`config.mk`:
```
export PLATFORM = sky130hd
export DESIGN_NAME = sw_wavefront_sched
export DESIGN_NICKNAME = d
export VERILOG_FILES = /design/src/rtl/sw_pkg.sv /design/src/rtl/sw_max_tracker.sv /design/src/rtl/sw_wavefront_sched.sv
export SDC_FILE = /design/constraint.sdc
export NUM_CORES = 1
export LEC_CHECK = 0
export CORE_MARGIN = 10
export CORE_UTILIZATION = 45
export CTS_CLUSTER_SIZE = 30
export DETAILED_ROUTE_END_ITERATION = 7
export PLACE_DENSITY = 0.68
export SYNTH_ARGS = -nofsm -noshare
export SYNTH_HDL_FRONTEND = slang
export SYNTH_SLANG_ARGS = --single-unit
```
`constraint.sdc`:
```
create_clock -name clk -period 14.55 [get_ports clk]
set_input_delay 2.1825 -clock clk [delete_from_list [all_inputs] [get_ports clk]]
set_output_delay 2.1825 -clock clk [all_outputs]
set_load 0.005 [all_outputs]
```
`src/rtl/sw_pkg.sv`:
```
// Shared types and constants for the Smith-Waterman wavefront sequencer and its max tracker.
package sw_pkg;

    localparam int unsigned SW_REF_LEN         = 64;
    localparam int unsigned SW_QUERY_LEN       = 48;
    localparam int unsigned SW_NUM_PE          = 4;
    localparam int unsigned SW_WIDTH_SCORE     = 8;
    localparam int unsigned SW_WIDTH_POS_REF   = 7;
    localparam int unsigned SW_WIDTH_POS_QUERY = 6;

    localparam int SCORE_MATCH    = 2;
    localparam int SCORE_MISMATCH = -1;
    localparam int SCORE_G_OPEN   = 2;
    localparam int SCORE_G_EXTEND = 1;

    typedef enum logic [2:0] {
        IDLE,
        PRIME,
        RUN,
        GAP,
        DONE
    } state_e;

    typedef struct packed {
        logic [SW_WIDTH_SCORE-1:0]     score;
        logic [SW_WIDTH_POS_QUERY-1:0] row;
        logic [SW_WIDTH_POS_REF-1:0]   col;
    } pos_t;

    // Higher score wins; ties go to the smaller row, then the smaller column.
    function automatic logic better(input pos_t a, input pos_t b);
        if (a.score != b.score) return a.score > b.score;
        if (a.row != b.row) return a.row < b.row;
        return a.col < b.col;
    endfunction

endpackage

```
`src/rtl/sw_max_tracker.sv`:
```
// Reduces the per-lane PE scores of one cycle and folds them into the running best cell.
module sw_max_tracker
    import sw_pkg::*;
#(
    parameter int unsigned NUM_PE = SW_NUM_PE
) (
    input  logic                            clk,
    input  logic                            reset,
    input  logic                            clear,
    input  logic                            update,
    input  logic [NUM_PE-1:0]               valid,
    input  logic [NUM_PE*SW_WIDTH_SCORE-1:0] h,
    input  logic [SW_WIDTH_POS_QUERY-1:0]   row_base,
    input  logic [SW_WIDTH_POS_REF-1:0]     col_base,
    output pos_t                            best
);

    pos_t best_q, best_d, cand;

    always_comb begin
        best_d = best_q;
        cand   = '0;
        for (int unsigned k = 0; k < NUM_PE; k++) begin
            cand.score = h[k*SW_WIDTH_SCORE +: SW_WIDTH_SCORE];
            cand.row   = row_base + SW_WIDTH_POS_QUERY'(k + 1);
            cand.col   = col_base - SW_WIDTH_POS_REF'(k) + SW_WIDTH_POS_REF'(1);
            if (update && valid[k] && better(cand, best_d)) best_d = cand;
        end
        if (clear) best_d = '0;
    end

    always_ff @(posedge clk) begin
        if (reset) best_q <= '0;
        else       best_q <= best_d;
    end

    assign best = best_q;

endmodule

```
`src/rtl/sw_wavefront_sched.sv`:
```
// Stripe/wavefront sequencer for the SW systolic array: skewed PE enables, buffer addressing, best cell.
module sw_wavefront_sched
    import sw_pkg::*;
#(
    parameter int unsigned REF_LEN         = SW_REF_LEN,
    parameter int unsigned QUERY_LEN       = SW_QUERY_LEN,
    parameter int unsigned NUM_PE          = SW_NUM_PE,
    parameter int unsigned WIDTH_SCORE     = SW_WIDTH_SCORE,
    parameter int unsigned WIDTH_POS_REF   = SW_WIDTH_POS_REF,
    parameter int unsigned WIDTH_POS_QUERY = SW_WIDTH_POS_QUERY
) (
    input  logic                          clk,
    input  logic                          reset,
    input  logic                          start,
    output logic                          busy,
    output logic                          done,
    output logic [NUM_PE-1:0]             pe_en,
    output logic                          q_load,
    output logic [WIDTH_POS_QUERY-1:0]    q_base,
    output logic [WIDTH_POS_REF-1:0]      ref_addr,
    output logic                          hb_rd_en,
    output logic [WIDTH_POS_REF-1:0]      hb_rd_addr,
    output logic                          hb_zero,
    output logic                          hb_wr_en,
    output logic [WIDTH_POS_REF-1:0]      hb_wr_addr,
    input  logic [NUM_PE*WIDTH_SCORE-1:0] pe_h,
    output logic [WIDTH_SCORE-1:0]        max,
    output logic [WIDTH_POS_REF-1:0]      pos_ref,
    output logic [WIDTH_POS_QUERY-1:0]    pos_query
);

    localparam int unsigned T_LAST      = REF_LEN + NUM_PE - 2;
    localparam int unsigned LAST_STRIPE = QUERY_LEN / NUM_PE - 1;

    state_e                     state_q, state_d;
    logic [WIDTH_POS_REF-1:0]   t_q, t_d;
    logic [WIDTH_POS_QUERY-1:0] stripe_q, stripe_d;
    logic                       busy_q, busy_d, done_q, done_d, q_load_q, q_load_d;
    logic                       hb_rd_en_q, hb_rd_en_d, hb_zero_q, hb_zero_d, hb_wr_en_q, hb_wr_en_d;
    logic [NUM_PE-1:0]          pe_en_q, pe_en_d, en_dly_q, en_dly_d;
    logic [WIDTH_POS_QUERY-1:0] q_base_q, q_base_d, qb_dly_q, qb_dly_d;
    logic [WIDTH_POS_REF-1:0]   ref_addr_q, ref_addr_d, t_dly_q, t_dly_d, hb_wr_addr_q, hb_wr_addr_d;
    logic                       run;
    int unsigned                t_i;
    pos_t                       best;

    always_comb begin
        state_d  = state_q;
        t_d      = t_q;
        stripe_d = stripe_q;
        q_load_d = 1'b0;
        case (state_q)
            IDLE: if (start) begin
                state_d  = PRIME;
                stripe_d = '0;
                q_load_d = 1'b1;
            end
            PRIME: begin
                state_d = RUN;
                t_d     = '0;
            end
            RUN: if (t_q == WIDTH_POS_REF'(T_LAST)) begin
                state_d = GAP;
                t_d     = '0;
                if (stripe_q != WIDTH_POS_QUERY'(LAST_STRIPE)) begin
                    stripe_d = stripe_q + 1'b1;
                    q_load_d = 1'b1;
                end
            end else begin
                t_d = t_q + 1'b1;
            end
            // q_load is only raised in a non-final GAP, so it doubles as the "more stripes" flag.
            GAP:     state_d = q_load_q ? RUN : DONE;
            DONE:    state_d = IDLE;
            default: state_d = IDLE;
        endcase

        run    = (state_d == RUN);
        t_i    = 32'(t_d);
        busy_d = (state_d != IDLE);
        done_d = (state_d == DONE);
        for (int unsigned k = 0; k < NUM_PE; k++)
            pe_en_d[k] = run && (t_i >= k) && (t_i <= k + REF_LEN - 1);
        ref_addr_d = run ? t_d : '0;
        hb_rd_en_d = run && (t_i < REF_LEN);
        hb_zero_d  = run && (stripe_d == '0);
        q_base_d   = WIDTH_POS_QUERY'(32'(stripe_d) * NUM_PE);

        // PE results arrive one cycle after their enable; keep the context they belong to.
        en_dly_d     = pe_en_q;
        t_dly_d      = ref_addr_q;
        qb_dly_d     = q_base_q;
        hb_wr_en_d   = pe_en_q[NUM_PE-1];
        hb_wr_addr_d = pe_en_q[NUM_PE-1] ? ref_addr_q - WIDTH_POS_REF'(NUM_PE - 1) : '0;
    end

    always_ff @(posedge clk) begin
        if (reset) begin
            state_q      <= IDLE;
            t_q          <= '0;
            stripe_q     <= '0;
            busy_q       <= 1'b0;
            done_q       <= 1'b0;
            q_load_q     <= 1'b0;
            hb_rd_en_q   <= 1'b0;
            hb_zero_q    <= 1'b0;
            hb_wr_en_q   <= 1'b0;
            pe_en_q      <= '0;
            en_dly_q     <= '0;
            q_base_q     <= '0;
            qb_dly_q     <= '0;
            ref_addr_q   <= '0;
            t_dly_q      <= '0;
            hb_wr_addr_q <= '0;
        end else begin
            state_q      <= state_d;
            t_q          <= t_d;
            stripe_q     <= stripe_d;
            busy_q       <= busy_d;
            done_q       <= done_d;
            q_load_q     <= q_load_d;
            hb_rd_en_q   <= hb_rd_en_d;
            hb_zero_q    <= hb_zero_d;
            hb_wr_en_q   <= hb_wr_en_d;
            pe_en_q      <= pe_en_d;
            en_dly_q     <= en_dly_d;
            q_base_q     <= q_base_d;
            qb_dly_q     <= qb_dly_d;
            ref_addr_q   <= ref_addr_d;
            t_dly_q      <= t_dly_d;
            hb_wr_addr_q <= hb_wr_addr_d;
        end
    end

    sw_max_tracker #(
        .NUM_PE(NUM_PE)
    ) u_max (
        .clk     (clk),
        .reset   (reset),
        .clear   (state_q == PRIME),
        .update  (busy_q),
        .valid   (en_dly_q),
        .h       (pe_h),
        .row_base(qb_dly_q),
        .col_base(t_dly_q),
        .best    (best)
    );

    assign busy       = busy_q;
    assign done       = done_q;
    assign pe_en      = pe_en_q;
    assign q_load     = q_load_q;
    assign q_base     = q_base_q;
    assign ref_addr   = ref_addr_q;
    assign hb_rd_en   = hb_rd_en_q;
    assign hb_rd_addr = ref_addr_q;
    assign hb_zero    = hb_zero_q;
    assign hb_wr_en   = hb_wr_en_q;
    assign hb_wr_addr = hb_wr_addr_q;
    assign max        = best.score;
    assign pos_ref    = best.col;
    assign pos_query  = best.row;

endmodule

```
==> summary.txt <==
Logic synthesis
  – Post-synth top area cell: sky130_fd_sc_hd__dfxtp_1
  – Adder-cell share of the synthesized area: 16.0%
  – Sequential cell area fraction in the yosys report: 25.3%
  – Post-synthesis mux area share: 3.70%
  – Fraction of post-synthesis cell area in the top cell type by area: 25.3%
  – Number of standard cells after synthesis: 739
  – Synth Area in Compound Gates: 22.2%
  – Flops & latches, synth: 75
  – Largest cells by area after synthesis: sky130_fd_sc_hd__dfxtp_1 25%, sky130_fd_sc_hd__ha_1 16%, sky130_fd_sc_hd__nor2_1 5.6%
  – Synthesis Warnings: 0
  – Post-synth top flop: sky130_fd_sc_hd__dfxtp_1
  – Fraction of synthesized cell area in xor and xnor cells: 4.12%
  – Syn avg cell area: 8.05 um^2
  – Post-Synthesis Cell Area: 5950 um^2
  – Number of distinct library cells after synthesis: 76
  – Dominant combinational cell family by area after synthesis: compound AO/OA/AOI/OAI gates
  – Post-synth EDFFs: 0
  – Post-synthesis simple-gate area fraction: 20.6%
  – Share of synthesized flip-flops with an asynchronous set or reset: 0%

Drt
  – WL final: 17.3 mm
  – Violation count after the first detailed-route iteration: 300
  – Number of remaining DRC errors: 0
  – Detailed-route via count: 5538
  – Detail-routed net length per standard cell: 17.7 um
  – Antenna Nets Post-Route: 0
  – Drt pass-1 iters: 5
  – Via density: 5.66

STA
  – Share of the clock period used by the worst path: 83.1%
  – Clock Skews: 0.0127 ns
  – Final hold violation count: 0
  – Worst-case hold slack: 0.472 ns
  – Min Clock Period, post-route: 12.09 ns
  – Fmax: 0.0827 GHz
  – Setup-violating endpoint count in the final report: 0
  – RSZ-0062 raised after global routing: false
  – Transition time of the tightest slew-check pin: 1.10 ns
  – Accumulated negative setup slack: 0 ns
  – Final-report max-slew violation count: 0
  – Final WS setup: 2.46 ns
  – Slew headroom: 26.1%

Clock network
  – Root Buffer Master: sky130_fd_sc_hd__clkbuf_16
  – Setup bufs post-CTS: 0
  – Clock tree from TritonCTS: done
  – H-Tree Depth: 3
  – Clock Sinks: 75
  – Clock latency on the worst-skew pair: 0.34 ns
  – Total clock buffers created by CTS: 9
  – Buffers from clock root to sink, at most: 2
  – Post-CTS clock slew at the launch and capture registers of the worst setup and hold paths: 0.06 ns
  – CTS-repair resized insts: 0
  – Hold buffer count at CTS: 0

Pwr
  – Switching share of power: 24.5%
  – Worst vdd rail ir drop: 0.0000585 V
  – Internal power: 0.000410 W
  – Net load switching power: 0.000133 W
  – Gate power share: 12.2%
  – Total power density per cell area: 75.4 nW/um^2
  – Relative contribution of the clock network to total power: 48.2%
  – Lkg Pwr: 2.89 nW
  – Fraction of power consumed by sequential logic: 39.6%

Layout
  – Final design area excluding fillers: 7210 um^2
  – Proportion of layout cells with a drive suffix above 1: 7.44%
  – Nets: 911
  – Count of inserted antenna diode cells: 0
  – Cell Count, Final, Fillers Out: 978
  – Area Overhead vs Synth: 21.3%

Global routing
  – Remaining global-route overflow: 0
  – Total global-route track usage: 18.9%
  – Maximum number of pins on one net before global-route repair: 35
  – Global-route wire length before repair: 28.2 mm
  – Initial antenna violation count: 0
  – Via count of the first global-routing pass: 5611

Setup path
  – Required time at the worst-slack endpoint: 14.73 ns
  – Dominant cell type by count on the critical path: sky130_fd_sc_hd__ha_1
  – Slowest stage cell, crit path: sky130_fd_sc_hd__or4_1
  – CP startpoint kind: input pin
  – Critical Path Sink Type: register
  – Worst reg-to-reg setup slack: 3.44 ns
  – Data arrival time at the worst-slack endpoint: 12.27 ns
  – Kind of critical path: input pin to register
  – Crit path largest cell delay: 0.88 ns
  – Maximum fanout count along the critical path: 31

Floorplanning
  – Count of boundary I/O pins: 93
  – Number of core rows: 41
  – Die height: 135 um
  – Die boundary width: 135 um
  – Area inside the core boundary: 12800 um^2
  – Die area: 18200 um^2
  – Initial standard-cell utilization of the core: 46.5%

Place
  – Pre-CTS setup slack: 2.26 ns
  – Final Wtd Congestion: 0.952
  – Detail Placement HPWL: 13.6 mm
  – Cell area reported after detailed placement: 6860 um^2
  – Cells after DPL: 962
  – Buffers added on ports: 90

Worst hold path
  – Min-Delay Path Class: register to register

Run status
  – Status: completed

Job
  – Max Cap Viol: 0
[critical path: cells and delay by family]
kind                       cells  cell delay (ns)
buffers and inverters          5             1.39
AOI/OAI and AO/OA             17             3.45
and+or+nand+nor               11             2.57
adders and majority gates      4             1.10
muxes                          4             1.54
[path summary, 6_finish.rpt]
kind,startpoint,to,depth (start not counted)
setup / recovery,pe_h[5],u_max.best[9]$_SDFF_PP0_,41
hold / removal,pe_en[0]$_SDFF_PP0_,en_dly_q[0]$_SDFF_PP0_,1
setup reg to reg,t_dly_q[0]$_SDFF_PP0_,u_max.best[9]$_SDFF_PP0_,42
hold reg to reg,pe_en[0]$_SDFF_PP0_,en_dly_q[0]$_SDFF_PP0_,1
[layout by cell type, fill, tap and decap left out, types with 4 or more instances in the layout]
cell and count:
sky130_fd_sc_hd__clkdlybuf4s50_1 90, sky130_fd_sc_hd__nor2_1 88, sky130_fd_sc_hd__ha_1 75, sky130_fd_sc_hd__dfxtp_1 75, sky130_fd_sc_hd__inv_1 60, sky130_fd_sc_hd__a21oi_1 56, sky130_fd_sc_hd__nand2_1 43, sky130_fd_sc_hd__o21ai_0 27
sky130_fd_sc_hd__nor2b_1 25, sky130_fd_sc_hd__xnor2_1 17, sky130_fd_sc_hd__nand3_1 16, sky130_fd_sc_hd__nor3_1 14, sky130_fd_sc_hd__a211oi_1 13, sky130_fd_sc_hd__a21o_1 13, sky130_fd_sc_hd__mux2i_1 13, sky130_fd_sc_hd__nand4_1 11
sky130_fd_sc_hd__xor2_1 11, sky130_fd_sc_hd__nand2b_1 10, sky130_fd_sc_hd__a21oi_2 10, sky130_fd_sc_hd__a211oi_2 10, sky130_fd_sc_hd__clkbuf_16 9, sky130_fd_sc_hd__nor4_1 7, sky130_fd_sc_hd__o211ai_1 6, sky130_fd_sc_hd__or3_1 5
sky130_fd_sc_hd__buf_4 5, sky130_fd_sc_hd__a31oi_1 4, sky130_fd_sc_hd__nand4b_1 4, sky130_fd_sc_hd__mux2_2 4, sky130_fd_sc_hd__or4_1 4
[synthesized netlist by cell type, types with 14 or more instances]
| library cell | instances |
|---|---|
| sky130_fd_sc_hd__nor2_1 | 88 |
| sky130_fd_sc_hd__dfxtp_1 | 75 |
| sky130_fd_sc_hd__ha_1 | 75 |
| sky130_fd_sc_hd__inv_1 | 60 |
| sky130_fd_sc_hd__a21oi_1 | 56 |
| sky130_fd_sc_hd__nand2_1 | 43 |
| sky130_fd_sc_hd__o21ai_0 | 27 |
| sky130_fd_sc_hd__nor2b_1 | 25 |
| sky130_fd_sc_hd__xnor2_1 | 17 |
| sky130_fd_sc_hd__clkbuf_1 | 16 |
| sky130_fd_sc_hd__nand3_1 | 16 |
| sky130_fd_sc_hd__buf_4 | 15 |
| sky130_fd_sc_hd__nor3_1 | 14 |
[flip-flops by register name, summed over array words and instances (netlist names)]
| name | cells |
|---|---|
| busy | 1 |
| done | 1 |
| en_dly_q | 3 |
| hb_rd_addr | 7 |
| hb_rd_en | 1 |
| hb_wr_addr | 7 |
| hb_wr_en | 1 |
| hb_zero | 1 |
| pe_en | 4 |
| q_load | 1 |
| qb_dly_q | 4 |
| state_q | 3 |
| stripe_q | 6 |
| t_dly_q | 7 |
| t_q | 7 |
| u_max.best | 21 |
[power groups by stage]
stage | clock [W] | combinational, W | sequential [W]
6_report | 0.000262 | 0.0000662 | 0.000215
5_1_grt | 0.000277 | 0.0000737 | 0.000216
4_1_cts | 0.000267 | 0.0000663 | 0.000215
3_5_place_dp | 0 | 0.0000658 | 0.000220
3_3_place_gp | 0 | 0.0000642 | 0.000220
2_1_floorplan | 0 | 0.0000400 | 0.000217
[through the flow]
| step | util, % | power, W |
|---|---|---|
| floorplan | - | 0.000257 |
| global placement | 53.7 | 0.000284 |
| detailed placement | 53.7 | 0.000286 |
| CTS | 56.5 | 0.000548 |
| global route | 56.5 | 0.000567 |
| finish | 56.5 | 0.000543 |
[metal layers]
metal  vias to the layer above  GRT usage, %  part of all wire [%]
met2                       180          33.3                    50
met1                      2603          22.3                    42
met4                         0          6.16                   1.7
li1                       2734             -                     -
met5                         -             0                     0
met3                        21          3.93                   6.1
[logic make-up after synthesis]
| group | after synthesis |
|---|---|
| AOI/OAI and AO/OA | 187 |
| buffers and inverters | 105 |
| and+or+nand+nor | 247 |
| adders and majority gates | 76 |
| xor gates and xnor gates | 28 |
| other | 1 |
| muxes | 20 |
| DFF | 75 |
[layout make-up]
type                       instances  area [um^2]
clock buffer                       9          225
clock inverter                     7          124
fill                            1153         5560
inverter                          60          225
multi-input combinational        560         3980
sequential                        75         1500
tap                              172          215
timing repair buffer              95          938
No activity file was read; power rests on OpenSTA's default activity.
==> RTL edit, RTL diff (config.mk and constraints unchanged) <==
Set the package constant `SW_NUM_PE` to 6 (it was 4).
--- a/src/rtl/sw_pkg.sv
+++ b/src/rtl/sw_pkg.sv
@@ -3,7 +3,7 @@
 
     localparam int unsigned SW_REF_LEN         = 64;
     localparam int unsigned SW_QUERY_LEN       = 48;
-    localparam int unsigned SW_NUM_PE          = 4;
+    localparam int unsigned SW_NUM_PE          = 6;
     localparam int unsigned SW_WIDTH_SCORE     = 8;
     localparam int unsigned SW_WIDTH_POS_REF   = 7;
     localparam int unsigned SW_WIDTH_POS_QUERY = 6;
Ports: changed (resized pe_en and pe_h); port bits go from 93 to 111. The function was not compared with the original's and may differ.
==> RTL edit against the original RTL <==
  * Area after synthesis grew 46%
  * Worst hold slack got worse by 0.0065 ns
  * Wire length rose by 62%
  * Sequential power grew 9.8%
  * Setup slack lost 2.0 ns
  * Power rose by 2.0%
  * Non-clock buffer count is 68 higher
  * Sequential cell count up 9
  * Global-route usage rose by 1.8 points
  * Maximum frequency fell by 14%
  * Cell area up 50%
  * Largest power group unchanged
==> RTL edit: results (changes against the original RTL) <==
status finished clean; Synth Area in Compound Gates 0.267 (+0.0455); beginning of the worst hold path q_base[3]; Detailed Place HPWL 22.5 mm (+65%); number of nets at the end of the flow 1385 (+52%); post-route cell area 10800 sq um (+50%); most frequent cells after synthesis nor2_1 (122), ha_1 (104), inv_1 (91); count of distinct cell types in the synthesized netlist 96 (+26%); synthesized-area fraction occupied by xor and xnor cells 0.0536 (+0.0123); Total GRT Usage 0.207 (+0.0177); worst vdd ir 0.0681 mV (+16%); filler-free cell count of the finished design 1494 (+53%); total internal power 422 uW (+3.0%); longest individual stage delay on the worst path 0.66 ns (-0.22 ns); number of port buffers 109 (+21%); multiplexer share of the synthesized area 0.0576 (+0.0206); placer congestion estimate 0.992 (+4.2%); post-synthesis share of cell area spent on full adders, half adders and majority gates 0.156 (-0.00353); vias in the first global route 8170 (+46%); vias after detailed routing 8533 (+54%); mean instance size in the synthesized netlist 7.78 sq um (-3.3%); Routed WL per cell 18.7 microns (+5.8%); filler instances 1656 (+44%); ratio of cells with drive above 1 in the final layout 0.134 (+0.0593); largest fanout of any net on the critical path 22 (-29%); total placed instance area 10300 sq um (+50%); Seq/Total Area, Yosys 0.194 (-0.0584); Data arrival, critical path 14.29 ns (+2.02 ns); static leakage 0.00445 uW (+54%); critical register-to-register path startpoint t_dly_q[1]; antenna violations before repair 0 (unchanged); maximum number of pins on one net before global-route repair 45 (+29%); worst slack at placement 0.0284 ns (-2.23 ns); classification of the worst-slack hold path reg2reg; clock skew 0.00583 ns (-0.00692 ns); transition time of the tightest slew-check pin 0.854 ns (-0.245 ns); CP Launch Point pe_h[7]; wire length of the first global-routing pass 43.6 mm (+54%); cell with the largest stage delay on the worst path or4b_2
RTL edit: cell types whose count changed after synthesis, moves of 16 or more:
cell | unedited run | this run
ha_1 | 75 | 104
nand2_1 | 43 | 75
clkbuf_1 | 16 | 32
nor2_1 | 88 | 122
a21oi_1 | 56 | 89
inv_1 | 60 | 91
o21ai_0 | 27 | 44
mux2_2 | 4 | 23
RTL edit: cell type report:
class | count | share of cell area
clock buffers | 12 | 0.0228
inverters | 91 | 0.0315
repair buffers | 163 | 0.145
clock inverters | 4 | 0.00670
flip-flops and latches | 84 | 0.155
multi-input cells | 880 | 0.608
well taps | 260 | 0.0300
RTL edit: metal layers:
metal	wire length (microns)	global-route usage	vias up
li1	-	-	4249
met1	12800	0.272	3953
met2	12500	0.329	278
met3	1770	0.0356	53
met4	857	0.0795	0
met5	0	0	-
RTL edit: logic make-up after synthesis:
| logic type | after synthesis |
|---|---|
| muxes | 46 |
| adders and majority gates | 108 |
| other | 1 |
| xor gates and xnor gates | 53 |
| buffers and inverters | 151 |
| AOI/OAI and AO/OA | 316 |
| and+or+nand+nor | 355 |
| DFF | 84 |
RTL edit: final timing paths:
check,slack (ns),end,cells after the start
worst max register to register,1.26,u_max.best[6],61
worst min register to register,0.47,qb_dly_q[3],1
worst min-delay path,0.47,qb_dly_q[3],1
worst max-delay path,0.46,u_max.best[6],56
RTL edit: power by group through the flow:
stage | logic (uW) | registers (uW) | clock network (uW)
after floorplan | 40.3 | 239 | 0
after global placement | 69.9 | 241 | 0
after detailed placement | 70.5 | 241 | 0
after CTS | 71.1 | 236 | 248
after global routing | 81.1 | 237 | 257
final | 72.9 | 236 | 245
RTL edit: timing repair:
action / CTS / global route
buffers inserted: 0 / 8
endpoints found under the setup margin: 0 / 21
gates resized for setup: 0 / 31
endpoints found under the hold margin: 0 / 0
